`config.mk`:
```
export PLATFORM = sky130hd
export DESIGN_NAME = uart_tx_feeder
export DESIGN_NICKNAME = d
export VERILOG_FILES = /design/src/rtl/uart_tx_feeder.sv
export SDC_FILE = /design/constraint.sdc
export NUM_CORES = 1
export LEC_CHECK = 0
export CAP_MARGIN = 20
export CORE_MARGIN = 3
export CORE_UTILIZATION = 42
export DETAILED_ROUTE_END_ITERATION = 8
export PLACE_DENSITY_LB_ADDON = 0.15
export SETUP_SLACK_MARGIN = 0.1
export SLEW_MARGIN = 20
export SYNTH_ARGS = -nofsm -noshare
export SYNTH_HDL_FRONTEND = slang
export SYNTH_SLANG_ARGS = --single-unit
```
`constraint.sdc`:
```
create_clock -name i_Clk -period 3.37 [get_ports i_Clk]
set_input_delay 0.5055 -clock i_Clk [delete_from_list [all_inputs] [get_ports i_Clk]]
set_output_delay 0.5055 -clock i_Clk [all_outputs]
set_load 0.005 [all_outputs]
```
`src/rtl/uart_tx_feeder.sv`:
```
// -----------------------------------------------------------------------------
// uart_tx_feeder
//
// Buffered front end for uart_tx. Bytes posted by the UART register block are
// queued in a small circular FIFO. They are handed to uart_tx one at a time
// through its start / in-progress / done handshake, so software can post a
// burst without polling per byte.
//
// Parameters
//   DEPTH            FIFO entries (power of two, >= 2)
//
// Ports
//   i_Clk            system clock
//   i_Rst_L          asynchronous, active-low reset (shared with uart_tx)
//   i_Wr_En          write strobe, one byte per cycle
//   i_Wr_Data        byte to enqueue
//   i_Flush          synchronous clear of the queued bytes
//   i_Clr_Overflow   clears o_Overflow
//   o_Full           FIFO holds DEPTH bytes
//   o_Empty          FIFO holds no bytes
//   o_Count          bytes queued, excluding the byte already handed to the TX
//   o_Overflow       sticky: a write was dropped because the FIFO was full
//   o_Busy           bytes queued, or a byte is still in flight
//   o_TX_Byte        byte presented to uart_tx, stable until the next pop
//   o_TX_Start       one-cycle start pulse to uart_tx
//   i_TX_InProgress  uart_tx is shifting a frame
//   i_TX_Done        uart_tx is idle
// -----------------------------------------------------------------------------
module uart_tx_feeder #(
    parameter int DEPTH = 16
) (
    input  logic                   i_Clk,
    input  logic                   i_Rst_L,
    input  logic                   i_Wr_En,
    input  logic [7:0]             i_Wr_Data,
    input  logic                   i_Flush,
    input  logic                   i_Clr_Overflow,
    output logic                   o_Full,
    output logic                   o_Empty,
    output logic [$clog2(DEPTH):0] o_Count,
    output logic                   o_Overflow,
    output logic                   o_Busy,
    output logic [7:0]             o_TX_Byte,
    output logic                   o_TX_Start,
    input  logic                   i_TX_InProgress,
    input  logic                   i_TX_Done
);

    localparam int AW = $clog2(DEPTH);
    localparam int CW = AW + 1;

    localparam logic [1:0] ST_IDLE        = 2'd0;
    localparam logic [1:0] ST_START_PULSE = 2'd1;
    localparam logic [1:0] ST_WAIT_ACCEPT = 2'd2;
    localparam logic [1:0] ST_WAIT_DONE   = 2'd3;

    // Pointer arithmetic relies on natural wrap of AW-bit counters.
    if (DEPTH < 2 || (DEPTH & (DEPTH - 1)) != 0) begin : g_bad_depth
        $error("uart_tx_feeder: DEPTH must be a power of two and at least 2");
    end

    // Storage is never reset; only the pointers/count define validity.
    logic [7:0]    mem_q [DEPTH];

    logic [AW-1:0] wr_ptr_q, wr_ptr_d;
    logic [AW-1:0] rd_ptr_q, rd_ptr_d;
    logic [CW-1:0] count_q, count_d;
    logic          full_q, full_d;
    logic          empty_q, empty_d;
    logic          ovf_q, ovf_d;
    logic [1:0]    state_q, state_d;
    logic          start_q, start_d;
    logic [7:0]    tx_byte_q, tx_byte_d;

    logic          wr_accept;
    logic          wr_drop;
    logic          pop;

    // A write while full is dropped even if a pop frees a slot this cycle,
    // because full_q reflects the count before the edge.
    assign wr_accept = i_Wr_En & ~full_q & ~i_Flush;
    assign wr_drop   = i_Wr_En & full_q;

    // The only pop is the IDLE -> START_PULSE hand-off.
    assign pop = (state_q == ST_IDLE) & ~empty_q & i_TX_Done & ~i_TX_InProgress;

    // -------------------------------------------------------------------------
    // FIFO bookkeeping
    // -------------------------------------------------------------------------
    always_comb begin
        wr_ptr_d = wr_ptr_q;
        rd_ptr_d = rd_ptr_q;
        count_d  = count_q;
        if (i_Flush) begin
            // A pop in the same cycle still launches its byte; only the
            // queued contents are discarded.
            wr_ptr_d = '0;
            rd_ptr_d = '0;
            count_d  = '0;
        end else begin
            if (wr_accept) begin
                wr_ptr_d = wr_ptr_q + AW'(1);
            end
            if (pop) begin
                rd_ptr_d = rd_ptr_q + AW'(1);
            end
            case ({wr_accept, pop})
                2'b10:   count_d = count_q + CW'(1);
                2'b01:   count_d = count_q - CW'(1);
                default: count_d = count_q;
            endcase
        end
        full_d  = (count_d == CW'(DEPTH));
        empty_d = (count_d == '0);
    end

    // Set wins over a same-cycle clear so no drop event is ever lost.
    always_comb begin
        ovf_d = ovf_q;
        if (i_Clr_Overflow) begin
            ovf_d = 1'b0;
        end
        if (wr_drop) begin
            ovf_d = 1'b1;
        end
    end

    // -------------------------------------------------------------------------
    // Hand-off FSM
    // -------------------------------------------------------------------------
    always_comb begin
        state_d   = state_q;
        start_d   = 1'b0;
        tx_byte_d = tx_byte_q;
        case (state_q)
            ST_IDLE: begin
                if (pop) begin
                    tx_byte_d = mem_q[rd_ptr_q];
                    start_d   = 1'b1;
                    state_d   = ST_START_PULSE;
                end
            end
            ST_START_PULSE: begin
                // uart_tx latches the byte on this edge; its in-progress
                // flag follows one cycle later.
                state_d = ST_WAIT_ACCEPT;
            end
            ST_WAIT_ACCEPT: begin
                if (i_TX_InProgress) begin
                    state_d = ST_WAIT_DONE;
                end
            end
            ST_WAIT_DONE: begin
                if (i_TX_Done && !i_TX_InProgress) begin
                    state_d = ST_IDLE;
                end
            end
            default: begin
                state_d = ST_IDLE;
            end
        endcase
    end

    // -------------------------------------------------------------------------
    // Registers
    // -------------------------------------------------------------------------
    always_ff @(posedge i_Clk or negedge i_Rst_L) begin
        if (!i_Rst_L) begin
            wr_ptr_q  <= '0;
            rd_ptr_q  <= '0;
            count_q   <= '0;
            full_q    <= 1'b0;
            empty_q   <= 1'b1;
            ovf_q     <= 1'b0;
            state_q   <= ST_IDLE;
            start_q   <= 1'b0;
            tx_byte_q <= 8'h00;
        end else begin
            wr_ptr_q  <= wr_ptr_d;
            rd_ptr_q  <= rd_ptr_d;
            count_q   <= count_d;
            full_q    <= full_d;
            empty_q   <= empty_d;
            ovf_q     <= ovf_d;
            state_q   <= state_d;
            start_q   <= start_d;
            tx_byte_q <= tx_byte_d;
        end
    end

    always_ff @(posedge i_Clk) begin
        if (wr_accept) begin
            mem_q[wr_ptr_q] <= i_Wr_Data;
        end
    end

    // -------------------------------------------------------------------------
    // Outputs
    // -------------------------------------------------------------------------
    assign o_Full     = full_q;
    assign o_Empty    = empty_q;
    assign o_Count    = count_q;
    assign o_Overflow = ovf_q;
    assign o_TX_Byte  = tx_byte_q;
    assign o_TX_Start = start_q;

    // Includes the live in-progress flag so the feeder reads busy until the
    // downstream frame has actually finished.
    assign o_Busy = ~empty_q | (state_q != ST_IDLE) | i_TX_InProgress;

endmodule

```
==> summary by stage <==
Detailed routing
Dividing the detail-routed via count by the number of cells gives 5.47. For this block, the routed nets add up to 13000 um of wire. The iteration count of the initial detailed-routing pass is 4. The average detailed-routed wire length per instance is 21.0 um. The remaining routing DRC violations is 0.

Detailed routing inserted a total of 3385 vias. After the first detailed-routing iteration, the DRC count stood at 246. In this run the remaining antenna-violating nets after routing total 0.

Yosys
The post-synthesis average cell area is 17.6 um^2. The predominant post-synthesis flop cell is edfxtp_1. Synthesis instantiated 43 different standard cells from the library.

The synthesized design contains 155 register bits. The area share of the largest cell type after synthesis is 59.1%. For this run, the number of Yosys warnings is 0. Synthesis produced a netlist whose cell count is 369. The number of nets in the synthesized netlist is 395. In the post-synthesis netlist, the biggest area contributors are edfxtp_1 (59%), dfrtp_1 (10%), mux4_2 (8.3%), mux4_1 (3.2%), ha_1 (2.1%). The async set-or-reset flop fraction in the synthesized netlist is 17.4%.

Summed over all instances, the cell type with the most area after synthesis is edfxtp_1. Sequential cells were found to cover 69.5% of the synthesized design area. The post-synthesis cell area is 0.00650 mm^2.

The number of enable flip-flop cells after synthesis is 128.

Critical path
At the worst endpoint, the required time is 3.72 ns. The largest delay contributor family on the critical path is simple AND/OR/NAND/NOR gates. For the worst flop-to-flop path, the logic depth is 11.

Traced cell by cell, the critical path runs through inv_1 > ha_1 > nand4bb_4 > nor2_1 > xor2_1 > ha_1 > or3b_2 > a21oi_1 > nor2_1 > mux2i_1 > o221a_2. STA classifies the critical path endpoint as a register. The worst register-to-register path begins at state_q[0]. The most critical setup path has its startpoint at state_q[0]. At the worst endpoint, the arrival time is 3.11 ns. The critical setup path kind is reg -> reg.

For flop-to-flop paths, the worst setup slack is 0.61 ns. The buffers plus inverters on the worst setup path is 1. The number of logic stages on the critical path including buffering is 11. For this run, the slowest stage of the critical path takes 0.47 ns. The end of the worst register-to-register path is o_Empty.

The startpoint kind of the worst setup timing path is a register. Of all nets on the critical path, the largest fanout is 6. The largest individual stage delay along the critical path comes from the cell or3b_2. The critical path endpoint is o_Empty.

Cells and area
The library cell used most frequently in the layout, excluding fill and tap cells, is edfxtp_1. Excluding fillers, the count of instances in the completed layout stands at 619. Compared with the post-synthesis result, the final layout area differs by 17.7%. The area taken by multi-input logic gates is 0.00183 mm^2. 0 antenna diodes ended up in the layout. For this run, the share of the core covered by cells in the final layout is 51.5%. The area used by sequential logic in the layout is 0.00452 mm^2. In the layout the commonest cells are edfxtp_1 (128), clkdlybuf4s50_1 (31), dfrtp_1 (25).

Counting the fill cells in the layout gives 1224. The final layout net count is 449. The fraction of final layout cells with drive strength greater than 1 is 21.8%.

Die
The die area is 0.0170 mm^2. For this design the top-level I/O count stands at 33. From left edge to right edge, the die measures 130 um. The number of placement rows is 44.

The area of the core is 0.0149 mm^2. In this run the vertical extent of the chip is 130 um. The effective utilization at floorplan is 43.7%.

Clock tree
The CTS tree is built. The number of levels in the clock H-tree is 4. The post-cts repair resize count is 0. The number of buffers inserted by post-CTS setup repair is 0.

The clock passes through at most 2 buffers. CTS placed an instance of clkbuf_16 at the clock tree root. The clock-pin slew on the worst setup and hold paths is 0.06 ns.

The later pin in the worst-skew pair is clocked with a latency of 0.41 ns. Clock tree synthesis found a total of 155 sinks. Hold repair after CTS inserted 0 buffers. The clock buffer count from CTS is 17.

STA
Setup repair after global routing left no endpoint under its margin. On the final layout, the worst hold slack is 0.0593 ns. The maximum operating frequency is 363 MHz. Setup violations remaining at the end of the flow were counted as 0. The max-slew violation count came to 0. The final critical delay including setup and external delays is 2.76 ns. The final critical-path share of the clock period is 81.9%. The final sum of negative setup slack is 0 ns. Clock skew on the completed layout was measured at 0.0107 ns. The measured slew at the worst slew-check pin is 0.839 ns. The worst pin sits at a relative slew slack of 44.1%. The number of endpoints with negative hold slack in the final report was 0.

GRT
The first-pass GRT wire length is 20300 um. For this run the aggregate overflow at the end of global routing stands at 0. The via count of the first global-routing pass is 3521. The total global-route track usage is 16.6%.

The initial antenna violation count is 0. Entering global routing, the biggest net connects 36 pins.

Placed design
The final weighted congestion in routability-driven placement is 0.804. In this run, placement finished with an instance count of 588. The count of buffers inserted at the top-level ports is 32. The half-perimeter wire length of the detailed placement result is 8050 um.

Power
The total power draw is 4210 uW. The power per standard cell area is 551 mW/mm^2. The leakage power of the design is 0.00260 uW.

The largest voltage drop on the vdd net is 356 uV.

Status
The run finished with clean final reports.

Min path
The class of the tightest hold or removal check is in -> async.

Run
The reported max-cap violation count is 0.
[per-stage QoR]
stage               area [um^2]  worst slack (ns)
floorplan                  6500             0.812
global placement           7160             0.336
detailed placement         7160             0.285
CTS                        7660             0.598
global route               7650             0.329
finish                     7650             0.612
[registers in the layout, indices dropped and copies added (netlist names)]
signal / flops
o_TX_Byte: 8
state_q: 2
o_TX_Start: 1
o_Empty: 1
wr_ptr_q: 4
o_Count: 5
o_Full: 1
o_Overflow: 1
mem_q: 128
rd_ptr_q: 4
[worst min path at each step]
stage	startpoint	end	slack [ns]	cells past startpoint
2_1_floorplan	i_Rst_L	o_Count[0]	0.21	0
3_3_place_gp	o_TX_Byte[1]	o_TX_Byte[1]	0.51	1
3_5_place_dp	o_TX_Byte[2]	o_TX_Byte[2]	0.50	1
4_1_cts	o_TX_Byte[0]	o_TX_Byte[0]	0.52	1
5_1_grt	i_Rst_L	o_Count[3]	0.08	1
6_report	i_Rst_L	o_Overflow	0.06	1
[Yosys cell counts, types with 6 or more instances]
library cell	instances
mux2i_1	10
clkbuf_1	13
nor4_1	10
inv_1	16
dfrtp_1	26
edfxtp_1	128
xor2_1	6
a21oi_1	10
nor3_1	11
mux4_1	8
ha_1	11
nand2_1	12
mux2_2	10
a221o_1	8
nor2_1	19
mux4_2	24
[routing by layer]
metal / GRT usage, % / wire, um / vias up
li1: - / - / 1574
met1: 22.5 / 5500 / 1713
met2: 26.9 / 6470 / 85
met3: 3.70 / 845 / 13
met4: 5.81 / 175 / 0
met5: 0 / 0 / -
[logic make-up after synthesis]
| group | synth area share, % |
|---|---|
| adder cells (fa/ha/maj) | 2.12 |
| XOR/XNOR | 1.35 |
| AO/OA/AOI/OAI | 3.50 |
| AND/OR/NAND/NOR | 5.93 |
| buffers and inverters | 2.77 |
| flip-flops | 69.5 |
| multiplexers | 14.8 |
[where the power goes]
part	internal, uW	leakage, uW	switching [uW]
combinational	229	0.000860	177
clock	917	0.000233	689
sequential	2150	0.00151	51.1
[area by class of cell]
cell class	count	area share (%)
repair buffers	57	6.74
inverters	17	0.834
clock buffers	20	5.71
clock inverters	11	0.736
multi-input cells	175	23.9
well taps	184	3.01
flip-flops and latches	155	59.1
Power figures use the tool's default switching activity.
